`config.mk`:
```
export PLATFORM = sky130hd
export DESIGN_NAME = data_bus_master
export DESIGN_NICKNAME = d
export VERILOG_FILES = /design/src/rtl/data_bus_master.sv
export SDC_FILE = /design/constraint.sdc
export NUM_CORES = 1
export LEC_CHECK = 0
export ABC_AREA = 0
export CORE_ASPECT_RATIO = 0.75
export CORE_UTILIZATION = 37
export CTS_CLUSTER_DIAMETER = 30
export CTS_CLUSTER_SIZE = 40
export DETAILED_ROUTE_END_ITERATION = 8
export PLACE_DENSITY = 0.82
export SLEW_MARGIN = 20
export SYNTH_ARGS = -nofsm -noshare
export SYNTH_HDL_FRONTEND = slang
export SYNTH_SLANG_ARGS = --single-unit
```
`constraint.sdc`:
```
create_clock -name clk -period 1.33 [get_ports clk]
set_clock_uncertainty 0.05 [all_clocks]
set_input_delay 0.3325 -clock clk [delete_from_list [all_inputs] [get_ports clk]]
set_output_delay 0.3325 -clock clk [all_outputs]
set_load 0.05 [all_outputs]
```
`src/rtl/data_bus_master.sv`:
```
`timescale 1ns/1ps
// data_bus_master
// Wishbone-classic initiator for the 8-bit Gumnut data-memory bus. One accepted
// core request becomes one bus cycle. cyc/stb/we/adr/dat are held until ack or
// until the timeout aborts the cycle. The result is returned as a response
// strobe that lasts exactly one enabled cycle.
//
// Ports
//   clk, rst_n         clock (posedge) and asynchronous active-low reset
//   cen                clock enable; every register holds while cen=0
//   req_valid/ready    core request handshake (ready is high only in IDLE)
//   req_we/adr/dat     request: write flag, address, write data
//   rsp_valid/dat/err  response strobe, read data or write echo, timeout flag
//   cyc_o/stb_o/we_o   bus cycle, strobe (same as cyc), write enable
//   adr_o/dat_o        bus address and write data
//   ack_i/dat_i        responder acknowledge and read data
module data_bus_master #(
    parameter int AW      = 8,
    parameter int DW      = 8,
    parameter int TIMEOUT = 16
) (
    input  logic          clk,
    input  logic          rst_n,
    input  logic          cen,
    input  logic          req_valid,
    output logic          req_ready,
    input  logic          req_we,
    input  logic [AW-1:0] req_adr,
    input  logic [DW-1:0] req_dat,
    output logic          rsp_valid,
    output logic [DW-1:0] rsp_dat,
    output logic          rsp_err,
    output logic          cyc_o,
    output logic          stb_o,
    output logic          we_o,
    output logic [AW-1:0] adr_o,
    output logic [DW-1:0] dat_o,
    input  logic          ack_i,
    input  logic [DW-1:0] dat_i
);

    localparam int CNT_W = $clog2(TIMEOUT);
    localparam logic [CNT_W-1:0] CNT_LAST = CNT_W'(TIMEOUT - 1);

    typedef enum logic [1:0] {
        IDLE    = 2'd0,
        ACCESS  = 2'd1,
        RECOVER = 2'd2
    } state_t;

    state_t           state_reg, state_next;
    logic             cyc_reg, cyc_next;
    logic             we_reg, we_next;
    logic [AW-1:0]    adr_reg, adr_next;
    logic [DW-1:0]    dat_reg, dat_next;
    logic [CNT_W-1:0] cnt_reg, cnt_next;
    logic             rsp_valid_reg, rsp_valid_next;
    logic             rsp_err_reg, rsp_err_next;
    logic [DW-1:0]    rsp_dat_reg, rsp_dat_next;

    always_ff @(posedge clk or negedge rst_n) begin
        if (!rst_n) begin
            state_reg     <= IDLE;
            cyc_reg       <= 1'b0;
            we_reg        <= 1'b0;
            adr_reg       <= '0;
            dat_reg       <= '0;
            cnt_reg       <= '0;
            rsp_valid_reg <= 1'b0;
            rsp_err_reg   <= 1'b0;
            rsp_dat_reg   <= '0;
        end else if (cen) begin
            state_reg     <= state_next;
            cyc_reg       <= cyc_next;
            we_reg        <= we_next;
            adr_reg       <= adr_next;
            dat_reg       <= dat_next;
            cnt_reg       <= cnt_next;
            rsp_valid_reg <= rsp_valid_next;
            rsp_err_reg   <= rsp_err_next;
            rsp_dat_reg   <= rsp_dat_next;
        end
    end

    always_comb begin
        state_next     = state_reg;
        cyc_next       = cyc_reg;
        we_next        = we_reg;
        adr_next       = adr_reg;
        dat_next       = dat_reg;
        cnt_next       = cnt_reg;
        rsp_valid_next = rsp_valid_reg;
        rsp_err_next   = rsp_err_reg;
        rsp_dat_next   = rsp_dat_reg;

        unique case (state_reg)
            IDLE: begin
                rsp_valid_next = 1'b0;
                rsp_err_next   = 1'b0;
                if (req_valid) begin
                    we_next    = req_we;
                    adr_next   = req_adr;
                    dat_next   = req_dat;
                    cyc_next   = 1'b1;
                    cnt_next   = '0;
                    state_next = ACCESS;
                end
            end
            ACCESS: begin
                // Ack is checked first so an ack on the final timeout edge
                // still completes the transfer normally.
                if (ack_i) begin
                    cyc_next       = 1'b0;
                    rsp_valid_next = 1'b1;
                    rsp_err_next   = 1'b0;
                    rsp_dat_next   = we_reg ? dat_reg : dat_i;
                    state_next     = RECOVER;
                end else if (cnt_reg == CNT_LAST) begin
                    cyc_next       = 1'b0;
                    rsp_valid_next = 1'b1;
                    rsp_err_next   = 1'b1;
                    rsp_dat_next   = '0;
                    state_next     = RECOVER;
                end else begin
                    cnt_next = cnt_reg + 1'b1;
                end
            end
            RECOVER: begin
                // One idle bus cycle lets a registered-ack responder drop its
                // ack before the next request is presented.
                rsp_valid_next = 1'b0;
                rsp_err_next   = 1'b0;
                state_next     = IDLE;
            end
            default: begin
                state_next = IDLE;
            end
        endcase
    end

    assign req_ready = (state_reg == IDLE);
    assign cyc_o     = cyc_reg;
    assign stb_o     = cyc_reg;
    assign we_o      = we_reg;
    assign adr_o     = adr_reg;
    assign dat_o     = dat_reg;
    assign rsp_valid = rsp_valid_reg;
    assign rsp_err   = rsp_err_reg;
    assign rsp_dat   = rsp_dat_reg;

endmodule

```
==> metrics.txt, run 1 <==
worst endpoint data arrival time=1630 ps; clock network fraction of total power=9.6%; maximum net fanout on the critical path=6; post-layout minimum cycle time=1500 ps; gr ovfl total=0; headroom to the max-slew limit=79.5%; FF+latch count, synth=34; violated checks=negative setup slack; number of antenna violations at the first check in global routing=0; post-synthesis cell type count=26; number of setup violations in the final report=35; aggregate global-route resource usage=21.5%; Critical Path Max Stage Delay=420 ps; HPWL after detailed placement=3.10 mm; total placed instance area=0.00264 sq mm; Row Count=19; die span in x=76.1 microns; number of clock buffers inserted by TritonCTS=5; path class of the lowest-slack min-delay path=in -> async; portion of total power attributed to sequential cells=26.2%; R2R setup slack=-170 ps; die area=0.00438 sq mm; count of cells along the worst register-to-register path=6; critical path's most frequent cell=a21oi_2; Compound-Gate Fraction of Synth Area=13.1%; static leakage=1.34 nW; share of synthesized cell area in full adder, half adder and majority cells=0.822%; Net Sw Frac=43.2%; power density over cell area=2820 mW/mm^2; synthesized-area fraction occupied by and/or/nand/nor cells=7.31%; share of cells above drive strength 1=49.3%; root buffer selected by CTS=clkbuf_8; multiplexer share of the synthesized area=17.8%; final worst-path cycle share=113%; First-pass DRT Iterations=4; total of buffers placed on input and output ports=59; end-of-flow core utilization=77.3%; routed wire length=4.85 mm; outcome=complete, but fails checks; Max IR drop VDD=1.70 mV; mapped cell area=0.00152 sq mm; number of buffers added to fix hold violations after cts=0; io pins=60; Data required, critical path=1460 ps; xor/xnor cell area share of the yosys netlist=0%; diodes inserted=0; number of nets in the layout=235; clock transition at the register clock pins on the worst setup and hold paths after CTS=70 ps; clock insertion delay at the later pin of the skew report=300 ps; total number of H-tree levels=2; slew of the pin with the lowest slew margin=308 ps; slowest cell on the critical path=dfrtp_1; crit end category=flip-flop; part of the total power dissipated in combinational logic=64.1%; average detailed-routed wire length per instance=18.9 microns; effective utilization at floorplan=40.0%; final std cell area, no fill=0.00294 sq mm; Pint=4.71 mW; setup TNS=-4330 ps; maximum number of pins on one net before global-route repair=35; critical path class=reg -> reg; buffer depth of the longest clock path=2; synthesized netlist cell count=118; mean instance size in the synthesized netlist=12.9 sq um; Final Slew Violations=0; Via Count=1,345; worst flop-to-flop path startpoint=cnt_reg[1]; final routed DRC violation total=0; dominant combinational cell family by area after synthesis=multiplexers; cells along the critical path=ha_4 > a31oi_4 > buf_6 > nor2_2 > a21oi_2 > a21oi_2; net switching component of the power=3.58 mW; setup slack of the critical path after layout=-168 ps; relative area change from synthesis to final layout=93.2%; maximum clock frequency=0.668 GHz; Post-DRT Antenna Nets=0; number of warnings issued by yosys=0; first-pass GRT wire length=6.97 mm; max-capacitance violation count=0; number of clock sinks=34; sort of element at the start of the critical path=flip-flop; FF-to-FF End=rsp_valid; Via-to-Cell Ratio=5.23; Hold Fails Final Rpt=0; die span in y=57.6 microns; CTS tree=built; Seq/Total Area, Yosys=55.9%; area of the core region=0.00380 sq mm; RSZ-0062 raised after global routing=yes; GP Congestion=0.780; number of nets in the synthesized netlist=149; DR iter-0 viols=73; vias in the first global route=1,441
-- placed cells by master, fill, tap and decap left out, drive strengths merged, types with 3 or more instances in the layout --
| cell type | count |
|---|---|
| o31ai | 8 |
| nand2 | 11 |
| mux2 | 17 |
| dfrtp | 34 |
| o21ai | 6 |
| mux2i | 8 |
| buf | 53 |
| clkbuf | 8 |
| inv | 7 |
| clkdlybuf4s50 | 27 |
| nand3b | 4 |
| a21oi | 3 |
-- per-stage QoR --
step | total power, mW | hold slack, ps | cells | worst slack, ps
2_1_floorplan | 4.49 | -13.1 | 118 | -104
3_3_place_gp | 6.95 | 444 | 236 | -422
3_5_place_dp | 7.11 | 463 | 236 | -495
4_1_cts | 8.09 | 368 | 249 | -129
5_1_grt | 8.57 | 386 | 257 | -207
6_report | 8.29 | 365 | 257 | -168
-- how the worst max path moves through the flow --
stage / start / endpoint / slack [ps] / cells past startpoint
after global placement: cen / cnt_reg[3] / -420 / 6
after detailed placement: cen / cnt_reg[2] / -490 / 6
after CTS: state_reg[0] / req_ready / -130 / 3
final: cnt_reg[1] / rsp_valid / -170 / 6
after global routing: state_reg[1] / cnt_reg[2] / -210 / 5
after floorplan: cnt_reg[1] / rsp_dat[0] / -100 / 6
-- cells in the mapped netlist (all sizes together) --
cell type	number	area share, %
a21oi	3	0.99
a31oi	2	2.8
clkbuf	2	0.57
o21ai	6	2.0
and3	1	0.41
and4bb	1	1.1
o21a	1	0.49
nand4	1	0.41
and2b	1	0.58
nand3b	1	1.3
ha	1	0.82
a22o	2	1.2
o2111ai	2	1.2
nand3	1	0.33
mux2i	8	5.3
inv	7	1.7
mux2	17	13
buf	5	2.8
nand2	11	2.7
o221ai	1	0.58
dfrtp	34	56
o31ai	8	3.9
nor2	2	0.49
-- routing by layer --
metal,GRT usage (%),vias up,routed length (microns)
met2,38.1,60,2530
met4,13.2,0,77
li1,-,600,-
met3,5.76,6,301
met5,0,-,0
met1,23.7,679,1950
-- critical path: cells and delay by family (launching register included) --
kind / cells / cell delay, ps
buffers and inverters: 1 / 160
AOI/OAI and AO/OA: 3 / 500
DFF: 1 / 420
and+or+nand+nor: 1 / 50
adders and majority gates: 1 / 190
-- cell families (layout without fill, tap and decap cells) --
group | Yosys count | in the layout
adders and majority gates | 1 | 1
muxes | 25 | 25
and+or+nand+nor | 19 | 22
AOI/OAI and AO/OA | 25 | 25
buffers and inverters | 14 | 98
DFF | 34 | 34
-- power groups by stage --
| stage | Clock (mW) | Combinational (mW) | Sequential [mW] |
|---|---|---|---|
| after global placement | 0 | 4.83 | 2.12 |
| after floorplan | 0 | 1.19 | 3.31 |
| after detailed placement | 0 | 4.95 | 2.16 |
| final | 0.799 | 5.32 | 2.18 |
| after global routing | 0.845 | 5.49 | 2.23 |
| after CTS | 0.809 | 5.13 | 2.15 |
-- cell type report --
| cell class | count | area, sq um |
|---|---|---|
| timing repair buffer | 83 | 1140 |
| fill | 214 | 862 |
| sequential | 34 | 852 |
| multi-input combinational | 73 | 768 |
| clock buffer | 7 | 86.3 |
| tap | 52 | 65.1 |
| inverter | 7 | 26.3 |
| clock inverter | 1 | 5.00 |
-- timing repair --
| item | in CTS | in global routing |
|---|---|---|
| gates cloned | 1 | 3 |
| setup endpoints to repair | 34 | 37 |
| pin swaps | 4 | 11 |
| setup buffers | 4 | 5 |
| gates resized for setup | 13 | 14 |
(Power assumes the default switching activity.)
==> run 2: changes to the inputs <==
--- a/config.mk
+++ b/config.mk
@@ -9,8 +9,9 @@
 export CORE_ASPECT_RATIO = 0.75
 export CORE_UTILIZATION = 37
 export CTS_CLUSTER_DIAMETER = 30
-export CTS_CLUSTER_SIZE = 40
+export CTS_CLUSTER_SIZE = 10
 export DETAILED_ROUTE_END_ITERATION = 8
+export GPL_TIMING_DRIVEN = 1
 export PLACE_DENSITY = 0.82
 export SLEW_MARGIN = 20
 export SYNTH_ARGS = -nofsm -noshare
==> results of run 2 <==
Same layout as run 1: the final DEF is identical, and so are final timing and power.
==> run 3: changes to the inputs <==
--- a/config.mk
+++ b/config.mk
@@ -13,6 +13,7 @@
 export DETAILED_ROUTE_END_ITERATION = 8
 export GPL_TIMING_DRIVEN = 1
 export PLACE_DENSITY = 0.82
+export SKIP_CTS_REPAIR_TIMING = 1
 export SLEW_MARGIN = 20
 export SYNTH_ARGS = -nofsm -noshare
 export SYNTH_HDL_FRONTEND = slang
==> run 3 against run 2 <==
  * Maximum frequency shrank 0.51%
  * Critical endpoint is now rsp_dat[4]
  * Critical path depth is 1 lower
  * The flow still finishes with violations (negative setup slack)
  * Sequential share of layout area down 0.15 points
  * Core utilization grew 0.39 points
  * Highest routed layer unchanged
==> metrics.txt, run 3 (synthesis results as in run 1) <==
max-capacitance violation count=0 (unchanged); HPWL after detailed placement=3.10 mm (unchanged); cells along the critical path=buf_6 > and2b_4 > buf_12 > nand3b_4 > o31ai_2 (was ha_4 > a31oi_4 > buf_6 > nor2_2 > a21oi_2 > a21oi_2); crit end category=flip-flop (unchanged); io pins=60 (unchanged); average detailed-routed wire length per instance=20.2 microns (was 18.9 microns); sort of element at the start of the critical path=flip-flop (unchanged); effective utilization at floorplan=40.0% (unchanged); relative area change from synthesis to final layout=94.2% (was 93.2%); vias in the first global route=1,350 (was 1,441); clock transition at the register clock pins on the worst setup and hold paths after CTS=70 ps (about the same); headroom to the max-slew limit=81.8% (was 79.5%); most frequent standard cell in the layout excluding fill and tap cells=buf_12; Max IR drop VDD=1.78 mV (was 1.70 mV); Hold Fails Final Rpt=0 (unchanged); root buffer selected by CTS=clkbuf_8 (unchanged); setup slack of the critical path after layout=-176 ps (was -168 ps); area of the core region=0.00380 sq mm (unchanged); Via Count=1,329 (was 1,345); static leakage=1.36 nW (was 1.34 nW); violated checks=negative setup slack (unchanged); number of antenna violations at the first check in global routing=0 (unchanged); routed wire length=5.13 mm (was 4.85 mm); gr ovfl total=0 (unchanged); Data required, critical path=1480 ps (was 1460 ps); number of filler cells placed in the layout=218 (was 214); total of buffers placed on input and output ports=59 (unchanged); maximum number of pins on one net before global-route repair=35 (unchanged); number of setup violations in the final report=34 (was 35); RSZ-0062 raised after global routing=yes (unchanged); first-pass GRT wire length=6.45 mm (was 6.97 mm); slew of the pin with the lowest slew margin=266 ps (was 308 ps); power density over cell area=2830 mW/mm^2 (was 2820 mW/mm^2); Post-DRT Antenna Nets=0 (unchanged); total number of H-tree levels=2 (unchanged); First-pass DRT Iterations=4 (unchanged); critical path class=reg -> reg (unchanged); die area=0.00438 sq mm (unchanged); share of cells above drive strength 1=48.5% (was 49.3%); slowest cell on the critical path=dfrtp_1 (unchanged); worst slack, placed=-495 ps (unchanged); path class of the lowest-slack min-delay path=in -> async (unchanged); Final Slew Violations=0 (unchanged); final routed DRC violation total=0 (unchanged); DR iter-0 viols=80 (was 73); number of buffers and inverters on the critical path=2 (was 1); die span in x=76.1 microns (unchanged); Row Count=19 (unchanged); number of cells in the finished layout apart from fillers=254 (was 257); buffer depth of the longest clock path=2 (unchanged); outcome=complete, but fails checks (unchanged); Via-to-Cell Ratio=5.23 (about the same); number of clock sinks=34 (unchanged); commonest cells after routing, fill and taps aside=buf_12, dfrtp_1, clkdlybuf4s50_1, mux2_4, buf_4 (was dfrtp_1, buf_12, clkdlybuf4s50_1, mux2_4, buf_4); number of nets in the layout=232 (was 235); worst endpoint data arrival time=1660 ps (was 1630 ps); maximum clock frequency=0.664 GHz (was 0.668 GHz); diodes inserted=0 (unchanged); number of placed instances with taps included=236 (unchanged); maximum net fanout on the critical path=4 (was 6); number of clock buffers inserted by TritonCTS=5 (unchanged); clock insertion delay at the later pin of the skew report=290 ps (was 300 ps); Critical Path Max Stage Delay=410 ps (was 420 ps); CTS tree=built (unchanged); aggregate global-route resource usage=19.9% (was 21.5%); family with the most delay on the worst path=simple AND/OR/NAND/NOR gates (was compound AO/OA/AOI/OAI gates); die span in y=57.6 microns (unchanged); post-layout minimum cycle time=1510 ps (was 1500 ps); worst hold margin=363 ps (was 365 ps); final worst-path cycle share=113% (about the same); GP Congestion=0.780 (unchanged)
[run 3: cell types whose count changed in the layout (fill, tap and decap cells not counted), moves of 2 or more]
cell,change
dlymetal6s2s_1,+2
a21oi_2,-2
buf_4,-4
dlygate4sd2_1,-2
a21oi_1,+2
[run 3: worst register-to-register path: cells and delay by family (launching register included)]
family	cells	cell delay (ps)
AOI/OAI and AO/OA	1	260
and+or+nand+nor	2	420
buffers and inverters	2	270
DFF	1	410
[run 3: report_power, final]
part | switching (mW) | internal, mW
clock network | 0.385 | 0.417
registers | 0.657 | 1.52
logic | 2.60 | 2.80
total | 3.64 | 4.74
[run 3: final cells by class]
type,instances,area [sq um],area share (%)
Clock buffer,7,86.3,2.92
Clock inverter,1,5.00,0.169
Inverter,7,26.3,0.889
Multi-Input combinational cell,73,786,26.6
Sequential cell,34,852,28.8
Tap cell,52,65.1,2.20
Timing Repair Buffer,80,1140,38.4
[run 3: final timing paths]
kind	start	end	slack (ps)	cells past startpoint
setup / recovery	state_reg[1]	rsp_dat[4]	-180	5
min in group clk	rsp_dat[6]	rsp_dat[6]	510	2
setup reg to reg	state_reg[1]	rsp_dat[4]	-180	5
hold / removal	rst_n	rsp_dat[5]	360	2
hold reg to reg	rsp_dat[6]	rsp_dat[6]	510	2
max in group asynchronous	rst_n	cyc_o	670	2
[run 3: stage by stage]
stage	utilization, %	total power, mW	instance area [sq um]	TNS [ps]
2_1_floorplan	-	4.49	1600	-2090
3_3_place_gp	69.4	6.95	2640	-12050
3_5_place_dp	69.4	7.11	2640	-13430
4_1_cts	71.8	7.91	2730	-4590
5_1_grt	77.7	8.68	2960	-5310
6_report	77.7	8.38	2960	-4370
[run 3: routing by layer]
layer / global-route usage, % / vias to the layer above / part of all wire, %
li1: - / 591 / -
met1: 22.1 / 673 / 40
met2: 35.7 / 56 / 53
met3: 5.60 / 9 / 5.4
met4: 10.2 / 0 / 1.8
met5: 0 / - / 0
